[src/rtl/ptp_rx_parser_if.sv]
// Bus bundle for the PTP receive parser: AXI-Stream byte input plus Wishbone register slave.
// A byte moves only in a cycle with tvalid & tready; a Wishbone request is held with stb until the one-cycle ack.
interface ptp_rx_parser_if;
  logic [7:0]  axis_tdata_i;
  logic        axis_tvalid_i;
  logic        axis_tready_o;
  logic        axis_tlast_i;
  logic [31:0] wbs_addr_i;
  logic [31:0] wbs_data_i;
  logic [31:0] wbs_data_o;
  logic        wbs_we_i;
  logic        wbs_stb_i;
  logic        wbs_ack_o;

  modport slave (
    input  axis_tdata_i, axis_tvalid_i, axis_tlast_i,
    input  wbs_addr_i, wbs_data_i, wbs_we_i, wbs_stb_i,
    output axis_tready_o, wbs_data_o, wbs_ack_o
  );

  modport master (
    output axis_tdata_i, axis_tvalid_i, axis_tlast_i,
    output wbs_addr_i, wbs_data_i, wbs_we_i, wbs_stb_i,
    input  axis_tready_o, wbs_data_o, wbs_ack_o
  );
endinterface

[src/rtl/ptp_rx_parser.sv]
// PTP receive header parser: extracts header/timestamp fields from an Ethernet byte stream
// and exposes them, plus status and counters, through Wishbone registers.
module ptp_rx_parser #(
  parameter logic [31:0] BASE_ADDR = 32'h0300_0200,
  parameter logic [15:0] ETHERTYPE = 16'h88F7
) (
  input  logic           clk,
  input  logic           rst,
  ptp_rx_parser_if.slave bus,
  output logic [1:0]     state_dbg_o
);
  typedef enum logic [1:0] {S_IDLE = 2'd0, S_PARSE = 2'd1, S_DROP = 2'd2} state_t;

  state_t      state_q, state_d;
  logic [5:0]  idx_q, idx_d;
  logic        tready_q, commit_q, commit_d, runt_q, runt_d;
  logic        beat, etype_bad;

  logic [7:0]  sh_eth_hi_q, sh_tm_q, sh_dom_q;
  logic [3:0]  sh_ver_q;
  logic [15:0] sh_len_q, sh_seq_q;
  logic [47:0] sh_sec_q;
  logic [31:0] sh_ns_q;

  logic        ctrl_en_q;
  logic [2:0]  status_q, status_d;
  logic [31:0] hdr_q, id_q, seclo_q, nsec_q, rx_cnt_q, err_cnt_q;
  logic [15:0] sechi_q;

  logic        ack_q, ack_d, done_q, wr_en, wb_hit;
  logic [7:0]  wb_off;
  logic [31:0] rdata_q, rdata_d;
  logic        unused_wdata;

  assign beat             = bus.axis_tvalid_i & tready_q;
  assign etype_bad        = (idx_q == 6'd13) && ({sh_eth_hi_q, bus.axis_tdata_i} != ETHERTYPE);
  assign bus.axis_tready_o = tready_q;
  assign state_dbg_o      = state_q;
  assign unused_wdata     = ^bus.wbs_data_i[31:1];

  // Byte 0 always arrives in IDLE, so enable is sampled only there.
  always_comb begin
    state_d  = state_q;
    idx_d    = idx_q;
    commit_d = 1'b0;
    runt_d   = 1'b0;
    if (beat) begin
      idx_d = bus.axis_tlast_i ? 6'd0 : ((idx_q == 6'd63) ? idx_q : idx_q + 6'd1);
      unique case (state_q)
        S_IDLE: begin
          if (bus.axis_tlast_i) runt_d = ctrl_en_q;
          else                  state_d = ctrl_en_q ? S_PARSE : S_DROP;
        end
        S_PARSE: begin
          if (bus.axis_tlast_i) begin
            state_d = S_IDLE;
            if (idx_q >= 6'd57)   commit_d = 1'b1;
            else if (!etype_bad)  runt_d   = 1'b1;
          end else if (etype_bad) begin
            state_d = S_DROP;
          end
        end
        S_DROP:  if (bus.axis_tlast_i) state_d = S_IDLE;
        default: state_d = S_IDLE;
      endcase
    end
  end

  always_ff @(posedge clk) begin
    if (rst) begin
      state_q  <= S_IDLE;
      idx_q    <= 6'd0;
      tready_q <= 1'b0;
      commit_q <= 1'b0;
      runt_q   <= 1'b0;
    end else begin
      state_q  <= state_d;
      idx_q    <= idx_d;
      tready_q <= 1'b1;
      commit_q <= commit_d;
      runt_q   <= runt_d;
    end
  end

  // Multi-byte fields arrive MSB first, so they shift in from the right.
  always_ff @(posedge clk) begin
    if (rst) begin
      sh_eth_hi_q <= '0;
      sh_tm_q     <= '0;
      sh_ver_q    <= '0;
      sh_len_q    <= '0;
      sh_dom_q    <= '0;
      sh_seq_q    <= '0;
      sh_sec_q    <= '0;
      sh_ns_q     <= '0;
    end else if (beat && state_q == S_PARSE) begin
      case (idx_q)
        6'd12:                                    sh_eth_hi_q <= bus.axis_tdata_i;
        6'd14:                                    sh_tm_q     <= bus.axis_tdata_i;
        6'd15:                                    sh_ver_q    <= bus.axis_tdata_i[3:0];
        6'd16, 6'd17:                             sh_len_q    <= {sh_len_q[7:0], bus.axis_tdata_i};
        6'd18:                                    sh_dom_q    <= bus.axis_tdata_i;
        6'd44, 6'd45:                             sh_seq_q    <= {sh_seq_q[7:0], bus.axis_tdata_i};
        6'd48, 6'd49, 6'd50, 6'd51, 6'd52, 6'd53: sh_sec_q    <= {sh_sec_q[39:0], bus.axis_tdata_i};
        6'd54, 6'd55, 6'd56, 6'd57:               sh_ns_q     <= {sh_ns_q[23:0], bus.axis_tdata_i};
        default: ;
      endcase
    end
  end

  assign wb_hit = (bus.wbs_addr_i[31:8] == BASE_ADDR[31:8]);
  assign wb_off = bus.wbs_addr_i[7:0];
  assign ack_d  = bus.wbs_stb_i && !ack_q && !done_q;
  assign wr_en  = ack_q && bus.wbs_we_i && wb_hit;

  // Hardware set is applied after the W1C so it wins in the same cycle.
  always_comb begin
    status_d = status_q;
    if (wr_en && wb_off == 8'h04) status_d = status_q & ~bus.wbs_data_i[2:0];
    if (commit_q) begin
      status_d[0] = 1'b1;
      if (status_q[0]) status_d[2] = 1'b1;
    end
    if (runt_q) status_d[1] = 1'b1;
  end

  always_comb begin
    rdata_d = '0;
    if (ack_d && wb_hit) begin
      case (wb_off)
        8'h00:   rdata_d = {31'd0, ctrl_en_q};
        8'h04:   rdata_d = {29'd0, status_q};
        8'h08:   rdata_d = hdr_q;
        8'h0C:   rdata_d = id_q;
        8'h10:   rdata_d = {16'd0, sechi_q};
        8'h14:   rdata_d = seclo_q;
        8'h18:   rdata_d = nsec_q;
        8'h1C:   rdata_d = rx_cnt_q;
        8'h20:   rdata_d = err_cnt_q;
        default: rdata_d = '0;
      endcase
    end
  end

  always_ff @(posedge clk) begin
    if (rst) begin
      ctrl_en_q <= 1'b0;
      status_q  <= '0;
      hdr_q     <= '0;
      id_q      <= '0;
      sechi_q   <= '0;
      seclo_q   <= '0;
      nsec_q    <= '0;
      rx_cnt_q  <= '0;
      err_cnt_q <= '0;
      ack_q     <= 1'b0;
      done_q    <= 1'b0;
      rdata_q   <= '0;
    end else begin
      status_q <= status_d;
      ack_q    <= ack_d;
      // done_q blocks a second ack until stb has dropped for a cycle.
      done_q   <= bus.wbs_stb_i && (done_q || ack_q);
      rdata_q  <= rdata_d;
      if (wr_en && wb_off == 8'h00) ctrl_en_q <= bus.wbs_data_i[0];
      if (commit_q) begin
        hdr_q    <= {sh_tm_q, 4'h0, sh_ver_q, sh_len_q};
        id_q     <= {8'h00, sh_dom_q, sh_seq_q};
        sechi_q  <= sh_sec_q[47:32];
        seclo_q  <= sh_sec_q[31:0];
        nsec_q   <= sh_ns_q;
        rx_cnt_q <= rx_cnt_q + 32'd1;
      end
      if (runt_q) err_cnt_q <= err_cnt_q + 32'd1;
    end
  end

  assign bus.wbs_ack_o  = ack_q;
  assign bus.wbs_data_o = rdata_q;
endmodule

[src/flat_wrapper.sv]
// flat-port wrapper written by rule: the top's interface ports become plain ports
module ptp_rx_parser_flat 
#(
  parameter logic [31:0] BASE_ADDR = 32'h0300_0200,
  parameter logic [15:0] ETHERTYPE = 16'h88F7
)
  (clk, rst, state_dbg_o, bus_axis_tdata_i, bus_axis_tvalid_i, bus_axis_tlast_i, bus_wbs_addr_i, bus_wbs_data_i, bus_wbs_we_i, bus_wbs_stb_i, bus_axis_tready_o, bus_wbs_data_o, bus_wbs_ack_o);
  ptp_rx_parser_if bus_i ();
  input  logic clk;
  input  logic rst;
  output logic [1:0] state_dbg_o;
  input wire logic [$bits(bus_i.axis_tdata_i)-1:0] bus_axis_tdata_i;
  input wire logic [$bits(bus_i.axis_tvalid_i)-1:0] bus_axis_tvalid_i;
  input wire logic [$bits(bus_i.axis_tlast_i)-1:0] bus_axis_tlast_i;
  input wire logic [$bits(bus_i.wbs_addr_i)-1:0] bus_wbs_addr_i;
  input wire logic [$bits(bus_i.wbs_data_i)-1:0] bus_wbs_data_i;
  input wire logic [$bits(bus_i.wbs_we_i)-1:0] bus_wbs_we_i;
  input wire logic [$bits(bus_i.wbs_stb_i)-1:0] bus_wbs_stb_i;
  output wire logic [$bits(bus_i.axis_tready_o)-1:0] bus_axis_tready_o;
  output wire logic [$bits(bus_i.wbs_data_o)-1:0] bus_wbs_data_o;
  output wire logic [$bits(bus_i.wbs_ack_o)-1:0] bus_wbs_ack_o;
  assign bus_i.axis_tdata_i = bus_axis_tdata_i;
  assign bus_i.axis_tvalid_i = bus_axis_tvalid_i;
  assign bus_i.axis_tlast_i = bus_axis_tlast_i;
  assign bus_i.wbs_addr_i = bus_wbs_addr_i;
  assign bus_i.wbs_data_i = bus_wbs_data_i;
  assign bus_i.wbs_we_i = bus_wbs_we_i;
  assign bus_i.wbs_stb_i = bus_wbs_stb_i;
  assign bus_axis_tready_o = bus_i.axis_tready_o;
  assign bus_wbs_data_o = bus_i.wbs_data_o;
  assign bus_wbs_ack_o = bus_i.wbs_ack_o;
  ptp_rx_parser #(.BASE_ADDR(BASE_ADDR), .ETHERTYPE(ETHERTYPE)) u_core (.clk(clk), .rst(rst), .bus(bus_i), .state_dbg_o(state_dbg_o));
endmodule
[config.mk]
export PLATFORM = sky130hd
export DESIGN_NAME = ptp_rx_parser_flat
export DESIGN_NICKNAME = d
export VERILOG_FILES = /design/src/rtl/ptp_rx_parser_if.sv /design/src/rtl/ptp_rx_parser.sv /design/src/flat_wrapper.sv
export SDC_FILE = /design/constraint.sdc
export NUM_CORES = 1
export LEC_CHECK = 0
export ABC_AREA = 0
export CAP_MARGIN = 15
export CORE_MARGIN = 2
export CORE_UTILIZATION = 55
export CTS_CLUSTER_SIZE = 40
export DETAILED_ROUTE_END_ITERATION = 10
export MAX_ROUTING_LAYER = met4
export PLACE_DENSITY = 0.85
export SETUP_SLACK_MARGIN = 0.15
export SYNTH_ARGS = -nofsm -noshare
export SYNTH_HDL_FRONTEND = slang
export SYNTH_SLANG_ARGS = --single-unit
[constraint.sdc]
create_clock -name clk -period 2.2 [get_ports clk]
set_input_delay 0.44 -clock clk [delete_from_list [all_inputs] [get_ports clk]]
set_output_delay 0.44 -clock clk [all_outputs]
set_load 0.03 [all_outputs]
## After elaboration in Yosys (flattened, before gate mapping)

Cells that the tools add are included.

| storage, ports and cells | value |
|---|---|
| register bits after elaboration | 385 |
| input bits | 78 |
| output and inout bits | 36 |
| word-level logic and storage cells | 129 |

| operators by class | value |
|---|---|
| add/subtract/negate cells | 3 |
| magnitude comparators | 1 |
| eq/ne operators | 36 |
| mux-type cells | 21 |
| bitwise logic cells | 7 |
| reduce and logical (&&, ||, !) cells | 34 |

Operators by type and width:

| cell | number |
|---|---|
| $pmux W32 S9 | 1 |
| $eq A6 B6 Y1 const B | 13 |
| $add A32 B1 Y32 const B | 2 |
| $eq A8 B5 Y1 const B | 4 |
| $eq A24 B18 Y1 const B | 1 |
| $eq A6 B4 Y1 const B | 4 |
| $eq A6 B5 Y1 const B | 3 |
| $reduce_and A2 Y1 | 9 |
| $eq A8 B4 Y1 const B | 2 |
| $ne A16 B16 Y1 const B | 1 |
| $mux W6 | 2 |
| $logic_and A1 B1 Y1 | 10 |
| $mux W1 | 10 |
| $mux W2 | 5 |
| $eq A8 B3 Y1 const B | 1 |
| $eq A8 B6 Y1 const B | 1 |
| $logic_not A8 Y1 | 1 |
| $reduce_or A2 Y1 | 4 |
| $reduce_or A4 Y1 | 2 |
| $add A6 B1 Y6 const B | 1 |
| $ge A6 B6 Y1 const B | 1 |
| $ne A2 B2 Y1 const B | 3 |
| $pmux W2 S3 | 1 |
| $reduce_or A6 Y1 | 1 |
| other kinds (14) | 19 |

## Longest topological paths before layout

Gate-level depths: netlist (run 1).

| depth | value |
|---|---|
| depth in word-level cells | 6 |
| gate-level depth with buffers | 8 |
| depth with buffers taken out | 6 |

## Worst setup path after synthesis (run 1)

OpenSTA, ideal clock, no wires.

| timing | value |
|---|---|
| path kind | register to register |
| start | register u_core.state_q[0] (netlist: u_core.state_dbg_o[0]) |
| end | register u_core.sh_seq_q[10] |
| setup time | 0.128 ns |
| arrival time | 1.895 ns |
| data required time | 2.072 ns |
| path slack | 0.177 ns |
| cell stages (with the launch flop) | 6 |
| buffers on the path | 1 |
| clock period less this slack | 2.023 ns |
| cells stage by stage | dfxtp_1 nand4b_1 nor4_4 buf_6 mux2i_1 nor2_1 |

| on the way | value |
|---|---|
| word-level cells in the longest chain between the ends | 3 |

Ends and longest elaborated chain:

| what | line | text |
|---|---|---|
| start: declaration | ptp_rx_parser.sv:14 | `state_t state_q, state_d;` |
| start signal: assignment | ptp_rx_parser.sv:77 | `state_q <= state_d;` |
| $eq A2 B1 Y1 | ptp_rx_parser.sv:96 | `end else if (beat && state_q == S_PARSE) begin` |
| $logic_and A1 B1 Y1 | ptp_rx_parser.sv:96 |  |
| $reduce_and A2 Y1 (no source line) | -- |  |
| end signal: assignment | ptp_rx_parser.sv:103 | `6'd44, 6'd45: sh_seq_q <= {sh_seq_q[7:0], bus.axis_tdata_i};` |
| end: declaration | ptp_rx_parser.sv:21 | `logic [15:0] sh_len_q, sh_seq_q;` |

Every way passes these cells.
A chain may end at the register's enable or synchronous reset.

## Worst setup path in the final report (run 1)

| timing | value |
|---|---|
| start | register u_core.rdata_q[29] (netlist: u_core.bus.wbs_data_o[29]) |
| end | output bus_wbs_data_o[29] |

RTL lines:

| what | line | text |
|---|---|---|
| start: declaration | ptp_rx_parser.sv:32 | `logic [31:0] rdata_q, rdata_d;` |
| start signal: assignment | ptp_rx_parser.sv:164 | `rdata_q <= rdata_d;` |
| end: declaration | flat_wrapper.sv:20 | `output wire logic [$bits(bus_i.wbs_data_o)-1:0] bus_wbs_data_o;` |

No word-level cell between the ends.

==> results of run 1 <==
## registers in the layout, summed over array words and instances, names as in the netlist, 16 cells and up
signal / count
u_core.nsec_q: 32
u_core.seclo_q: 32
u_core.bus.wbs_data_o: 32
u_core.sh_seq_q: 16
u_core.hdr_q: 28
u_core.sh_sec_q: 48
u_core.rx_cnt_q: 32
u_core.err_cnt_q: 32
u_core.id_q: 24
u_core.sh_ns_q: 32
u_core.sh_len_q: 16
u_core.sechi_q: 16
## layer usage
layer / vias up / global-route usage (%) / part of all wire, %
li1: 6379 / - / -
met1: 6584 / 37.1 / 41
met2: 648 / 45.6 / 46
met3: 134 / 5.42 / 8.1
met4: 0 / 12.1 / 4.7
met5: - / - / 0
## what timing repair did
action | 4_1_cts | 5_1_grt
pin swaps | 0 | 1
buffers inserted | 0 | 2
endpoints found under the hold margin | 0 | 0
resized for setup | 2 | 16
gates cloned | 0 | 1
setup endpoints to repair | 2 | 48
## worst register-to-register path, stage by stage, from the launching register on
cell       delay (ns)
dfxtp_1          0.35
inv_2            0.09
ha_2             0.20
nor2_1           0.07
buf_4            0.15
a2111oi_4        0.38
buf_4            0.22
buf_8            0.21
nand2_1          0.10
a21oi_1          0.13
## synthesized netlist by cell type, types with 13 or more instances
cell | n | area share (%)
a31oi_1 | 24 | 0.94
a21oi_1 | 127 | 4.0
and4_1 | 13 | 0.72
buf_2 | 21 | 0.66
a22o_1 | 19 | 1.0
nor4_1 | 15 | 0.59
or4_1 | 24 | 1.1
mux2i_1 | 199 | 13
nand2_1 | 171 | 4.0
clkbuf_1 | 101 | 2.4
o31ai_1 | 23 | 1.1
and3_1 | 15 | 0.59
nor2b_1 | 15 | 0.59
nand3_1 | 69 | 2.2
o21ai_0 | 47 | 1.5
dfxtp_1 | 385 | 48
nor2_1 | 237 | 5.6
buf_1 | 13 | 0.31
o22a_1 | 16 | 0.88
a22oi_1 | 60 | 2.8
nand4_1 | 24 | 0.94
## final cells by class
| cell class | count | area, um2 |
|---|---|---|
| clock buffers | 54 | 1100 |
| inverters | 7 | 26.3 |
| flip-flops and latches | 385 | 7710 |
| fillers | 2149 | 9690 |
| well taps | 384 | 480 |
| repair buffers | 174 | 1710 |
| clock inverters | 14 | 161 |
| multi-input cells | 1218 | 7660 |
| diodes | 1 | 2.50 |
## metrics by stage
step	TNS [ns]	setup slack, ns
4_1_cts	0	0.152
3_5_place_dp	-7.24	-0.258
6_report	0	0.169
3_3_place_gp	-4.07	-0.169
2_1_floorplan	0	0.177
5_1_grt	0	0.109
## report_power, final
part	total [mW]	leakage [nW]	switching [mW]	internal, mW
Combinational	0.430	2.71	0.258	0.172
Sequential	6.98	3.10	0.00652	6.97
Clock	6.58	0.620	2.72	3.86
Total	14.0	6.43	2.98	11.0
## cell families after synthesis
logic type / synth area share, %
multiplexers: 13.3
buffers and inverters: 3.66
AO/OA/AOI/OAI: 13.7
flip-flops: 48.5
AND/OR/NAND/NOR: 19.0
adder cells (fa/ha/maj): 0.551
XOR/XNOR: 1.32
## how the worst max path moves through the flow
stage / from / endpoint / slack, ns / cells past startpoint
final: u_core.bus.wbs_data_o[29]$_SDFF_PP0_ / bus_wbs_data_o[29] / 0.17 / 1
after global routing: u_core.idx_q[1]$_SDFFE_PP0P_ / u_core.sh_sec_q[2]$_SDFFE_PP0P_ / 0.11 / 9
after CTS: u_core.bus.axis_tready_o$_DFF_P_ / bus_axis_tready_o / 0.15 / 1
after detailed placement: bus_wbs_addr_i[1] / u_core.bus.wbs_data_o[27]$_SDFF_PP0_ / -0.26 / 6
after global placement: bus_wbs_addr_i[4] / u_core.bus.wbs_data_o[4]$_SDFF_PP0_ / -0.17 / 7
after floorplan: u_core.state_dbg_o[0]$_SDFFE_PP0P_ / u_core.sh_seq_q[10]$_SDFFE_PP0P_ / 0.18 / 5
## cell usage in the layout (no fill, tap or decap), types with 15 or more instances in the layout
| cell type | synthesis | routed |
|---|---|---|
| nand2_1 | 171 | 170 |
| mux2i_1 | 199 | 199 |
| nor2_1 | 237 | 236 |
| dfxtp_1 | 385 | 383 |
| nand3_1 | 69 | 68 |
| clkdlybuf4s50_1 | 0 | 78 |
| nand4_1 | 24 | 24 |
| a31oi_1 | 24 | 24 |
| o21ai_0 | 47 | 47 |
| buf_4 | 0 | 75 |
| a22oi_1 | 60 | 60 |
| clkbuf_16 | 0 | 40 |
| or4_1 | 24 | 23 |
| o31ai_1 | 23 | 23 |
| nor2b_1 | 15 | 15 |
| a22o_1 | 19 | 19 |
| a21oi_1 | 127 | 127 |
| o22a_1 | 16 | 16 |
| and3_1 | 15 | 15 |
==> flow_summary.json, run 1 <==
{
  "status": "complete, no violations",
  "path_buf_inv": 1,
  "setup_viol_count_final": 0,
  "fin_util_pct": 66.1,
  "fp.dieH_um": 174,
  "fin_nets": 1910,
  "worstPathMaxFanout": 1,
  "tightest_slew_ns": 0.814,
  "reg2reg_to": "u_core.sh_sec_q[1]$_SDFFE_PP0P_",
  "root_buffer": "clkbuf_16",
  "placed_cell_area_mm2": 0.0175,
  "insertion_delay_ns": 0.53,
  "cap_violations": 0,
  "synth_fp_nets": 1832,
  "globalplace.congestion": 0.984,
  "drc": 0,
  "p_leak_nw": 6.43,
  "synth-seq-area-share_pct": 48.5,
  "hold_depth": 2,
  "fin_crit_sh_pct": 92.3,
  "hold_slack_ns": 0.255,
  "hold_path.class": "in -> reg",
  "vias": 13700,
  "finalHoldViolations": 0,
  "drive_above_1_share_pct": 10.2,
  "totalWireLength_mm": 44.6,
  "viasPerCell": 6.14,
  "area_growth_pct": 18.6,
  "synthCells": 1747,
  "hp-start": "rst",
  "path_cells": "clkdlybuf4s50_1",
  "tritoncts": "done",
  "clk_pin_slew_ns": 0.06,
  "post-dp-hpwl_mm": 30.0,
  "slew-limit-headroom_pct": 45.5,
  "die_x_um": 174,
  "slowest_stage": "clkdlybuf4s50_1",
  "first_pass_iters": 7,
  "cts_made_buffers": 39,
  "fin_crit_ns": 2.03,
  "clkSinkCount": 385,
  "path_class": "reg -> out",
  "core_area_mm2": 0.0285,
  "fin_skew_ns": 0.0159,
  "worst_ep_required_time_ns": 1.76,
  "ys.flop_type": "dfxtp_1",
  "yosysWarnings": 0,
  "r2r-start": "u_core.idx_q[1]$_SDFFE_PP0P_",
  "cpPeakStageDelay_ns": 0.71,
  "power_mw": 14.0,
  "grt_pass1_wl_mm": 69.0,
  "cts_max_level": 2,
  "cp-end-kind": "primary output",
  "gr-total-overflow": 0,
  "arrival_ns": 1.59,
  "crit_path_start_kind": "flop",
  "rows": 62,
  "io_pins": 114,
  "avgSynthCellArea_um2": 9.10,
  "max_freq_ghz": 0.492,
  "final_cell_area_mm2": 0.0189,
  "worst_hold_path.endpoint": "u_core.sh_seq_q[12]$_SDFFE_PP0P_",
  "first_global_vias": 12900,
  "hold_buffers": 0,
  "clockBufferDepth": 3,
  "start_util_pct": 55.7,
  "drt-initial-drc-count": 1887,
  "p_per_area_mw_per_mm2": 742,
  "wl_per_cell_um": 19.9,
  "place_inst": 2165,
  "reg2reg_slack_ns": 0.22,
  "grtUsageTotal_pct": 29.1,
  "async_flop_share_pct": 0,
  "netlist_area_mm2": 0.0159,
  "ys_ff_latch": 385,
  "instances_no_fill": 2237,
  "ant_nets": 0,
  "drv_slew": 0,
  "antenna_found_initial": 0,
  "rsz0062_at_grt": "yes",
  "port_buffers": 84,
  "grt_max_degree": 81,
  "rr_worst_depth": 9,
  "crit_family": "buffers and inverters",
  "worst_ir_drop_vdd_uv": 561,
  "ys_types": 68,
  "die-area_mm2": 0.0303,
  "synth_edf_count": 0
}
No activity file was read; power rests on OpenSTA's default activity.
==> run 2: changes to the inputs <==
--- a/config.mk
+++ b/config.mk
@@ -11,7 +11,6 @@
 export CORE_UTILIZATION = 55
 export CTS_CLUSTER_SIZE = 40
 export DETAILED_ROUTE_END_ITERATION = 10
-export MAX_ROUTING_LAYER = met4
 export PLACE_DENSITY = 0.85
 export SETUP_SLACK_MARGIN = 0.15
 export SYNTH_ARGS = -nofsm -noshare
==> run 2 against run 1 <==
Total power decreased by 0.18%; global-route usage decreased by 0.85 points; design area fell by 0.70%; via count decreased by 1.1%; hold slack worse by 0.010 ns; critical path depth unchanged; combinational power shrank 3%; count of clock-buffer cells in the layout rose by 1; non-clock buffer count shrank 13; sequential share of layout area up 0.29 points; die area did not move.
==> flow_summary.json, run 2 (same netlist as run 1, synthesis figures left out) <==
{
  "status": "complete, no violations",
  "first_pass_iters": 6,
  "port_buffers": 84,
  "cts_made_buffers": 39,
  "rr_worst_depth": 5,
  "drive_above_1_share_pct": 9.14,
  "globalplace.congestion": 0.993,
  "cts_max_level": 2,
  "fin_crit_sh_pct": 92.7,
  "reg2reg_to": "u_core.err_cnt_q[31]$_SDFFE_PP0P_",
  "path_buf_inv": 1,
  "worstPathMaxFanout": 1,
  "worst_ir_drop_vdd_uv": 602,
  "vias": 13600,
  "clockBufferDepth": 3,
  "postCtsSetupRepairBufs": 0,
  "io_pins": 114,
  "rows": 62,
  "largest_reg_flops": 48,
  "start_util_pct": 55.7,
  "hp-start": "rst",
  "post-dp-hpwl_mm": 30.0,
  "p_per_area_mw_per_mm2": 746,
  "first_global_vias": 13000,
  "totalWireLength_mm": 43.8,
  "wl_per_cell_um": 19.7,
  "drv_slew": 0,
  "finalHoldViolations": 0,
  "fin_nets": 1897,
  "viasPerCell": 6.11,
  "grt_max_degree": 121,
  "crit_path_start_kind": "flop",
  "reg2reg_slack_ns": 0.27,
  "core_area_mm2": 0.0285,
  "slew-limit-headroom_pct": 44.5,
  "fin_skew_ns": 0.0191,
  "insertion_delay_ns": 0.53,
  "top_register": "u_core.sh_sec_q",
  "grt_pass1_wl_mm": 68.8,
  "mostFrequentLayoutCells": "383 x dfxtp_1, 236 x nor2_1, 199 x mux2i_1",
  "instances_no_fill": 2224,
  "ant_nets": 0,
  "gr-total-overflow": 0,
  "path_class": "reg -> out",
  "hold_depth": 2,
  "die_x_um": 174,
  "grtUsageTotal_pct": 28.3,
  "area_growth_pct": 17.8,
  "cp-end-kind": "primary output",
  "clkSinkCount": 385,
  "antenna_found_initial": 0,
  "finalWorstSetupSlack_ns": 0.160,
  "tritoncts": "done",
  "max_freq_ghz": 0.490,
  "fin_crit_ns": 2.04,
  "place_worst_setup_slack_ns": -0.278,
  "fill_cells": 2211,
  "hold_slack_ns": 0.245,
  "drt-initial-drc-count": 1466,
  "slowest_stage": "clkdlybuf4s50_1",
  "tightest_slew_ns": 0.830,
  "mostFrequentLayoutCell": "dfxtp_1",
  "drc": 0,
  "hold_path.class": "in -> reg",
  "root_buffer": "clkbuf_16",
  "rsz0062_at_grt": "no",
  "arrival_ns": 1.60,
  "fp.dieH_um": 174,
  "worst_hold_path.endpoint": "u_core.sh_tm_q[3]$_SDFFE_PP0P_",
  "die-area_mm2": 0.0303,
  "cpPeakStageDelay_ns": 0.70,
  "setup_viol_count_final": 0,
  "cap_violations": 0,
  "r2r-start": "u_core.err_cnt_q[6]$_SDFFE_PP0P_",
  "clk_pin_slew_ns": 0.06,
  "crit_family": "buffers and inverters",
  "p_leak_nw": 6.36,
  "worst_ep_required_time_ns": 1.76,
  "place_inst": 2155,
  "path_cells": "clkdlybuf4s50_1"
}
run 2: routing by layer:
layer  share of wire, %  vias up  track usage, %
met5                  0        -               0
met4                4.7        0            14.0
met3                8.3      110            5.60
met2                 46      608            45.8
met1                 41     6506            36.1
li1                   -     6370               -
run 2: what timing repair did:
action,in CTS,in global routing
hold buffers,0,0
gates cloned,0,0
resized for setup,3,7
endpoints found under the setup margin,3,48
run 2: area by class of cell:
class | instances | area, um2 | area share [%]
diodes | 1 | 2.50 | 0.0134
clock inverters | 13 | 148 | 0.788
inverters | 7 | 26.3 | 0.140
flip-flops and latches | 385 | 7710 | 41.2
well taps | 384 | 480 | 2.57
clock buffers | 55 | 1120 | 5.96
repair buffers | 161 | 1600 | 8.57
multi-input cells | 1218 | 7640 | 40.8
run 2: how the worst max path moves through the flow:
| stage | to | cells past startpoint | start | slack (ns) |
|---|---|---|---|---|
| final | bus_wbs_data_o[15] | 1 | u_core.bus.wbs_data_o[15]$_SDFF_PP0_ | 0.16 |
| after floorplan | u_core.sh_seq_q[10]$_SDFFE_PP0P_ | 5 | u_core.state_dbg_o[0]$_SDFFE_PP0P_ | 0.18 |
| after global placement | u_core.bus.wbs_data_o[19]$_SDFF_PP0_ | 6 | bus_wbs_addr_i[1] | -0.22 |
| after CTS | bus_axis_tready_o | 1 | u_core.bus.axis_tready_o$_DFF_P_ | 0.16 |
| after detailed placement | u_core.bus.wbs_data_o[28]$_SDFF_PP0_ | 6 | bus_wbs_addr_i[1] | -0.28 |
| after global routing | bus_wbs_data_o[15] | 1 | u_core.bus.wbs_data_o[15]$_SDFF_PP0_ | 0.15 |
run 2: metrics by stage:
stage               TNS [ns]  power, mW  area [um2]  utilization, %
floorplan                  0       7.32       15900               -
global placement       -4.92       7.54       17400            61.1
detailed placement     -6.73       7.55       17400            61.1
CTS                        0       14.0       18700            65.5
global route               0       14.3       18700            65.6
finish                     0       14.0       18700            65.6
run 2: power by group:
group          switching (mW)  total, mW  leakage, nW  internal, mW
clock                    2.68       6.56        0.630          3.89
sequential            0.00636       6.98         3.10          6.97
combinational           0.250      0.419         2.63         0.168
==> run 3: changes to the inputs <==
--- a/config.mk
+++ b/config.mk
@@ -12,6 +12,7 @@
 export CTS_CLUSTER_SIZE = 40
 export DETAILED_ROUTE_END_ITERATION = 10
 export PLACE_DENSITY = 0.85
+export REMOVE_ABC_BUFFERS = 1
 export SETUP_SLACK_MARGIN = 0.15
 export SYNTH_ARGS = -nofsm -noshare
 export SYNTH_HDL_FRONTEND = slang
==> run 3 against run 2 <==
Non-clock buffer count increased by 23; critical path depth unchanged; final cell count increased by 1.1%; via count increased by 2.8%; core utilization increased by 1.0 points; critical path type unchanged; critical endpoint is now bus_wbs_data_o[5]; largest cell class unchanged; highest routed layer unchanged.
==> flow_summary.json, run 3 (same netlist as run 1, synthesis figures left out) <==
{
  "hold_path.class": "in -> reg",
  "port_buffers": 84,
  "p_leak_nw": 6.57,
  "crit_path_start_kind": "flop",
  "multi_input_area_mm2": 0.00765,
  "fin_nets": 1921,
  "drv_slew": 0,
  "slowest_stage": "clkdlybuf4s50_1",
  "crit_family": "buffers and inverters",
  "clockBufferDepth": 3,
  "met3_usage_pct": 4.48,
  "worstPathMaxFanout": 1,
  "area_growth_pct": 19.6,
  "switching_share_pct": 21.6,
  "worst_ep_required_time_ns": 1.76,
  "grt_pass1_wl_mm": 69.1,
  "grtUsageMet2_pct": 46.4,
  "mostFrequentLayoutCells": "382 x dfxtp_1, 235 x nor2_1, 199 x mux2i_1",
  "placed_cell_area_mm2": 0.0176,
  "power_mw": 14.1,
  "path_cells": "clkdlybuf4s50_1",
  "gr-usage-met1_pct": 36.8,
  "io_pins": 114,
  "drive_above_1_share_pct": 10.4,
  "fp.dieH_um": 174,
  "globalplace.congestion": 0.965,
  "drt-initial-drc-count": 1526,
  "gr-total-overflow": 0,
  "status": "complete, no violations",
  "post-dp-hpwl_mm": 30.2,
  "grt-busiest-layer": "met2",
  "rows": 62,
  "p_clk_share_pct": 47.4,
  "path_buf_inv": 1,
  "fill_cells": 2191,
  "viasPerCell": 6.21,
  "top_register": "u_core.sh_sec_q",
  "cts_max_level": 2,
  "p_per_area_mw_per_mm2": 742,
  "rsz0062_at_grt": "yes",
  "die-area_mm2": 0.0303,
  "vias": 14000,
  "cp-end-kind": "primary output",
  "insertion_delay_ns": 0.54,
  "seq_power_share_pct": 49.5,
  "p_sw_mw": 3.04,
  "grt_max_degree": 94,
  "die_x_um": 174,
  "mostFrequentLayoutCell": "dfxtp_1",
  "drc": 0,
  "largest_reg_flops": 48,
  "arrival_ns": 1.61,
  "hold_buffers": 0,
  "fin_util_pct": 66.6,
  "start_util_pct": 55.7,
  "setup_viol_count_final": 0,
  "clk_pin_slew_ns": 0.06,
  "hold_slack_ns": 0.201,
  "wl_per_cell_um": 20.0,
  "worst_ir_drop_vdd_uv": 590,
  "root_buffer": "clkbuf_16",
  "fin_skew_ns": 0.00763,
  "finalHoldViolations": 0,
  "first_global_vias": 13000,
  "first_pass_iters": 8,
  "comb_power_share_pct": 3.1,
  "cap_violations": 0,
  "grtUsageTotal_pct": 28.3,
  "antenna_found_initial": 0,
  "fin_crit_ns": 2.05,
  "tritoncts": "done",
  "tightest_slew_ns": 0.777,
  "max_freq_ghz": 0.489,
  "cts_made_buffers": 40,
  "cpPeakStageDelay_ns": 0.69,
  "totalWireLength_mm": 44.9,
  "antenna_cells": 0,
  "slew-limit-headroom_pct": 48.0,
  "fin_crit_sh_pct": 93.0,
  "intPower_mw": 11.1,
  "final_cell_area_mm2": 0.0190,
  "path_class": "reg -> out",
  "register_area_mm2": 0.00771,
  "ant_nets": 0,
  "clkSinkCount": 385,
  "core_area_mm2": 0.0285
}
-- run 3: changes by cell type in the layout (fill, tap and decap cells not counted), sizes merged --
cell           before  now
bufinv              3    2
dlygate4sd2         3    5
diode               1    0
inv                 7    8
clkbuf             55   62
clkdlybuf4s50      78   73
buf                78   98
clkinvlp            0    2
clkinv             10    6
dlymetal6s2s        2    5
-- run 3: cell type report --
cell class / instances / area share, %
sequential: 385 / 40.6
multi-input combinational: 1218 / 40.2
timing repair buffer: 184 / 9.68
clock buffer: 59 / 6.11
tap: 384 / 2.53
clock inverter: 11 / 0.757
inverter: 7 / 0.138
-- run 3: metrics by stage --
stage | worst slack (ns) | TNS [ns] | std cells
after floorplan | -5.22 | -606.94 | 1610
after global placement | -0.247 | -3.52 | 2173
after detailed placement | -0.220 | -5.06 | 2173
after CTS | 0.150 | 0 | 2243
after global routing | 0.138 | 0 | 2248
final | 0.154 | 0 | 2248
-- run 3: metal layers --
| metal | vias to the layer above | wire (um) |
|---|---|---|
| met5 | - | 0 |
| met4 | 0 | 2070 |
| met3 | 121 | 3740 |
| met2 | 707 | 20900 |
| met1 | 6741 | 18200 |
| li1 | 6399 | - |
-- run 3: final timing paths --
path,from,to,slack [ns],depth (start not counted)
worst max register to register,u_core.runt_q$_SDFF_PP0_,u_core.err_cnt_q[23]$_SDFFE_PP0P_,0.22,4
worst min-delay path,rst,u_core.sechi_q[6]$_SDFFE_PP0P_,0.20,2
worst min register to register,u_core.done_q$_SDFF_PP0_,u_core.bus.wbs_ack_o$_SDFF_PP0_,0.44,1
worst max-delay path,u_core.bus.wbs_data_o[5]$_SDFF_PP0_,bus_wbs_data_o[5],0.15,1
-- run 3: timing repair --
action / in CTS / in global routing
cloned: 0 / 2
setup endpoints to repair: 5 / 46
resized for setup: 5 / 12
setup buffers: 0 / 3
pin swaps: 0 / 3
-- run 3: power groups by stage --
stage / Clock (mW) / Sequential [mW] / Combinational [mW]
global route: 7.04 / 6.98 / 0.459
floorplan: 0 / 7.14 / 0.0756
CTS: 6.75 / 6.98 / 0.429
finish: 6.70 / 6.98 / 0.435
detailed placement: 0 / 7.14 / 0.428
global placement: 0 / 7.13 / 0.422
